[config.mk]
export PLATFORM = sky130hd
export DESIGN_NAME = unidade_controle_jogo
export DESIGN_NICKNAME = d
export VERILOG_FILES = /design/src/rtl/unidade_controle_jogo_pkg.sv /design/src/rtl/unidade_controle_jogo.sv
export SDC_FILE = /design/constraint.sdc
export NUM_CORES = 1
export LEC_CHECK = 0
export ABC_AREA = 1
export CORE_AREA = 2 2 39 41
export CTS_CLUSTER_SIZE = 12
export DETAILED_ROUTE_END_ITERATION = 7
export DIE_AREA = 0 0 41 43
export PLACE_DENSITY = 0.68
export SLEW_MARGIN = 30
export SYNTH_ARGS = -nofsm -noshare
export SYNTH_HDL_FRONTEND = slang
export SYNTH_SLANG_ARGS = --single-unit
[constraint.sdc]
create_clock -name clock -period 1.1 [get_ports clock]
set_input_delay 0.11 -clock clock [delete_from_list [all_inputs] [get_ports clock]]
set_output_delay 0.11 -clock clock [all_outputs]
set_load 0.02 [all_outputs]
[src/rtl/unidade_controle_jogo_pkg.sv]
// State codes and output decode shared by the memory-game control unit
// and anything that decodes db_estado (datapath top level, bench).
package unidade_controle_jogo_pkg;

    typedef enum logic [3:0] {
        INICIAL       = 4'h0,
        PREPARACAO    = 4'h1,
        ESPERA_JOGADA = 4'h2,
        REGISTRA      = 4'h4,
        COMPARACAO    = 4'h5,
        PROXIMO       = 4'h6,
        FIM_ACERTOU   = 4'hA,
        FIM_TIMEOUT   = 4'hD,
        FIM_ERROU     = 4'hE
    } estado_t;

    typedef struct packed {
        logic zeraC;
        logic contaC;
        logic zeraR;
        logic registraR;
        logic contaT;
        logic pronto;
        logic acertou;
        logic errou;
        logic db_timeout;
    } saidas_t;

    // Moore output decode; unused codes fall through to all-zero outputs.
    function automatic saidas_t decodifica_saidas(input estado_t e);
        saidas_t s;
        s = '0;
        case (e)
            INICIAL, PREPARACAO: begin
                s.zeraC = 1'b1;
                s.zeraR = 1'b1;
            end
            ESPERA_JOGADA: s.contaT    = 1'b1;
            REGISTRA:      s.registraR = 1'b1;
            PROXIMO:       s.contaC    = 1'b1;
            FIM_ACERTOU: begin
                s.pronto  = 1'b1;
                s.acertou = 1'b1;
            end
            FIM_TIMEOUT: begin
                s.pronto     = 1'b1;
                s.errou      = 1'b1;
                s.db_timeout = 1'b1;
            end
            FIM_ERROU: begin
                s.pronto = 1'b1;
                s.errou  = 1'b1;
            end
            default: s = '0;
        endcase
        return s;
    endfunction

endpackage

[src/rtl/unidade_controle_jogo.sv]
// Moore control unit for the memory-game datapath: sequences one round of
// 16 plays and reports hit, error or timeout.
module unidade_controle_jogo
    import unidade_controle_jogo_pkg::*;
#(
    parameter int HABILITA_TIMEOUT = 1
) (
    input  logic       clock,
    input  logic       reset,
    input  logic       iniciar,
    input  logic       jogada_feita,
    input  logic       igual,
    input  logic       fimC,
    input  logic       timeout,
    output logic       zeraC,
    output logic       contaC,
    output logic       zeraR,
    output logic       registraR,
    output logic       contaT,
    output logic       pronto,
    output logic       acertou,
    output logic       errou,
    output logic       db_timeout,
    output logic [3:0] db_estado
);

    estado_t estado_q;
    estado_t estado_d;
    saidas_t saidas;
    logic    timeout_ativo;

    assign timeout_ativo = timeout && (HABILITA_TIMEOUT != 0);

    // State register with synchronous reset to inicial.
    always_ff @(posedge clock) begin
        if (reset) begin
            estado_q <= INICIAL;
        end else begin
            estado_q <= estado_d;
        end
    end

    // Next-state logic; any unused code recovers to inicial.
    always_comb begin
        estado_d = INICIAL;
        case (estado_q)
            INICIAL:       estado_d = iniciar ? PREPARACAO : INICIAL;
            PREPARACAO:    estado_d = ESPERA_JOGADA;
            ESPERA_JOGADA: begin
                // Timeout wins over a play landing in the same cycle.
                if (timeout_ativo)     estado_d = FIM_TIMEOUT;
                else if (jogada_feita) estado_d = REGISTRA;
                else                   estado_d = ESPERA_JOGADA;
            end
            // One cycle for the sync ROM and play register to settle.
            REGISTRA:      estado_d = COMPARACAO;
            COMPARACAO: begin
                if (!igual)     estado_d = FIM_ERROU;
                else if (fimC)  estado_d = FIM_ACERTOU;
                else            estado_d = PROXIMO;
            end
            // Passing through proximo drops contaT, restarting the per-play timeout.
            PROXIMO:       estado_d = ESPERA_JOGADA;
            FIM_ACERTOU:   estado_d = iniciar ? PREPARACAO : FIM_ACERTOU;
            FIM_TIMEOUT:   estado_d = iniciar ? PREPARACAO : FIM_TIMEOUT;
            FIM_ERROU:     estado_d = iniciar ? PREPARACAO : FIM_ERROU;
            default:       estado_d = INICIAL;
        endcase
    end

    // Output decode from the state register only.
    always_comb begin
        saidas = decodifica_saidas(estado_q);
    end

    assign zeraC      = saidas.zeraC;
    assign contaC     = saidas.contaC;
    assign zeraR      = saidas.zeraR;
    assign registraR  = saidas.registraR;
    assign contaT     = saidas.contaT;
    assign pronto     = saidas.pronto;
    assign acertou    = saidas.acertou;
    assign errou      = saidas.errou;
    assign db_timeout = saidas.db_timeout;
    assign db_estado  = estado_q;

endmodule

==> run_results.csv, run 1 <==
group,metric,value,unit
status,status,"finished with violations",
status,violations,"negative setup slack",
global_route,grt_pass1_vias,503,
synth,syn_area,360,sq um
clock_network,cts_tree,"done",
routing,first_pass_iters,4,
synth,synth.distinct_cells,12,
floorplan,start_util,26.0,%
synth,yosysMostFrequentCell,"nand2_1",
timing,fin_crit,1.22,ns
timing,finalMaxSlewViolations,0,
worst_setup_path,required,0.99,ns
worst_setup_path,max_stage_delay,0.37,ns
worst_setup_path,cp_cell_sequence,"inv_2 > nor2_4 > buf_6 > nand2_2 > inv_2 > buf_6",
place,dp_hpwl,868,um
timing,min_period_over_period,111,%
synth,synthTopCellsByCount,"17 x nand2_1, 13 x inv_1, 13 x nor2_1, 12 x nand3_1, 4 x dfxtp_1",
synth,netlist_top_cells_area,"dfxtp_1 22%, nand2_1 18%, nand3_1 17%",
timing,setup_viol,13,
pwr,p_leak,0.431,nW
floorplan,die_area,0.00176,sq mm
timing,finalWorstSetupSlack,-0.116,ns
global_route,gr-total-overflow,0,
global_route,grt_pass1_wl,1960,um
cells_and_area,antenna_cells,0,
timing,fmax,823,MHz
global_route,grt_max_degree,6,
cells_and_area,syn_to_final_growth,115,%
synth,syn_area_per_cell,5.30,sq um
routing,wl,1220,um
cells_and_area,drive_gt1_share,53.8,%
cells_and_area,nNetsFinal,113,
synth,ys_warn_count,0,
place,port_buffers,19,
synth,synth_edf_count,0,
routing,drc,0,
synth,syn_nets,75,
job,cap_violations,0,
routing,ant_nets,0,
timing,skew,0.00504,ns
synth,synth-main-ff-cell,"dfxtp_1",
worst_setup_path,path_class,"register to output pin",
synth,synth.ff_latch_count,4,
pwr,power,0.000639,W
floorplan,rows,14,
timing,slew_headroom,86.1,%
clock_network,clock_path_buffers,2,
worst_setup_path,crit_arrival,1.11,ns
synth,async_reset_ff_share,0,%
cells_and_area,largest_reg_flops,4,
routing,drt-initial-drc-count,8,
pwr,power.density,825,mW/mm^2
synth,synth.largest_area_cell,"dfxtp_1",
routing,viasPerCell,4.38,
place,gp_congestion,0.872,
synth,syn_inst,68,
worst_setup_path,cp-startpoint,"db_estado[1]$_SDFF_PP0_",
worst_setup_path,startpoint_type,"register",
routing,wl_per_cell,10.2,um
floorplan,die_h,43,um
clock_network,cts.sinks,4,
timing,worstMarginPinSlew,0.209,ns
floorplan,fp.coreArea,0.00138,sq mm
place,dpl_cell_area,673,sq um
pwr,max-vdd-ir-drop,0.650,mV
clock_network,cts.reportedPaths.clkPinSlew,0.04,ns
worst_setup_path,reg2reg_from,"db_estado[1]$_SDFF_PP0_",
clock_network,clockRootBuffer,"clkbuf_4",
floorplan,io_pins,20,
worst_setup_path,crit_path_top_delay_cell,"dfxtp_4",
floorplan,chipWidth,41,um
global_route,antenna_found_initial,0,
clock_network,h-tree-depth,1,
routing,vias,525,
global_route,grt_use_total,16.1,%
worst_hold_path,hold_path_class,"primary input to register",
synth,netlist.area_leader.share,22.2,%
worst_setup_path,critical_path_peak_fanout,4,
worst_hold_path,min_from,"reset",
cells_and_area,fin_area,774,sq um
worst_setup_path,end_kind,"output pin",
clock_network,numCtsBuffers,3,
clock_network,worstSkewPairLatency,0.24,ns
timing,rsz0062_at_grt,"true",
synth,synth_seq_area_share,22.2,%
timing,hold_viol,0,
-- cell type report --
| cell class | count | area (sq um) |
|---|---|---|
| Multi-Input combinational cell | 48 | 277 |
| Inverter | 15 | 61.3 |
| Tap cell | 16 | 20.0 |
| Sequential cell | 4 | 95.1 |
| Timing Repair Buffer | 34 | 299 |
| Clock buffer | 3 | 22.5 |
| Fill cell | 134 | 609 |
-- worst max-delay path, delay by kind of cell, from the launching register on --
family | cells | cell delay (ns)
buffers and inverters | 4 | 0.32
flip-flops | 1 | 0.37
AND/OR/NAND/NOR | 2 | 0.17
-- kinds of logic (layout without fill, tap and decap cells) --
kind of cell,Yosys count,after routing,synth area share [%]
AOI/OAI and AO/OA,2,2,2.78
DFF,4,4,22.2
buffers and inverters,16,52,17.7
and+or+nand+nor,46,46,57.3
-- placed cells by master, fill, tap and decap left out, types with 3 or more instances in the layout --
master,netlist,final
buf_4,1,17
buf_6,0,7
clkbuf_4,0,3
clkdlybuf4s50_1,0,6
dfxtp_4,0,4
inv_1,13,7
inv_2,2,6
nand2_1,17,12
nand2_2,0,5
nand3_1,12,11
nor2_1,13,9
nor2_4,1,6
-- path summary, 6_finish.rpt --
| check | end | slack (ns) | cells past startpoint |
|---|---|---|---|
| max | contaC | -0.12 | 6 |
| min | db_estado[3]$_SDFF_PP0_ | 0.50 | 2 |
| max reg2reg | db_estado[1]$_SDFF_PP0_ | -0.01 | 8 |
| min reg2reg | db_estado[0]$_SDFF_PP0_ | 0.76 | 5 |
-- layer usage --
metal  track usage, %  vias to the layer above  wire [um]
met4             4.00                        0          0
met5                0                        -          0
met1             19.9                      222        481
met3             8.38                        0         98
li1                 -                      280          -
met2             23.8                       23        641
-- report_power, final --
group / total, W / switching, W / internal, W
Combinational: 0.000281 / 0.000145 / 0.000136
Clock: 0.000181 / 0.0000590 / 0.000122
Sequential: 0.000177 / 0.0000217 / 0.000155
Total: 0.000639 / 0.000226 / 0.000413
-- repair_timing --
action / in CTS / in global routing
pin swaps: 4 / 4
cloned: 0 / 0
hold buffers: 0 / 0
buffers inserted: 2 / 2
gates resized for setup: 74 / 12
setup endpoints to repair: 15 / 15
-- through the flow --
stage	hold WS, ns	utilization, %	worst slack [ns]	instances	setup TNS, ns
3_3_place_gp	0.725	48.6	-0.351	114	-3.01
5_1_grt	0.508	56.0	-0.176	120	-1.63
4_1_cts	0.488	53.0	-0.123	118	-0.641
6_report	0.497	56.0	-0.116	120	-0.607
2_1_floorplan	0.175	-	0.0130	68	0
3_5_place_dp	0.736	48.6	-0.357	114	-2.99
(Power assumes the default switching activity.)
==> run 2, diff against run 1 <==
--- a/config.mk
+++ b/config.mk
@@ -10,6 +10,7 @@
 export CTS_CLUSTER_SIZE = 12
 export DETAILED_ROUTE_END_ITERATION = 7
 export DIE_AREA = 0 0 41 43
+export GPL_ROUTABILITY_DRIVEN = 0
 export PLACE_DENSITY = 0.68
 export SLEW_MARGIN = 30
 export SYNTH_ARGS = -nofsm -noshare
==> results of run 2 <==
No change in the layout: final DEF, timing and power equal those of run 1.
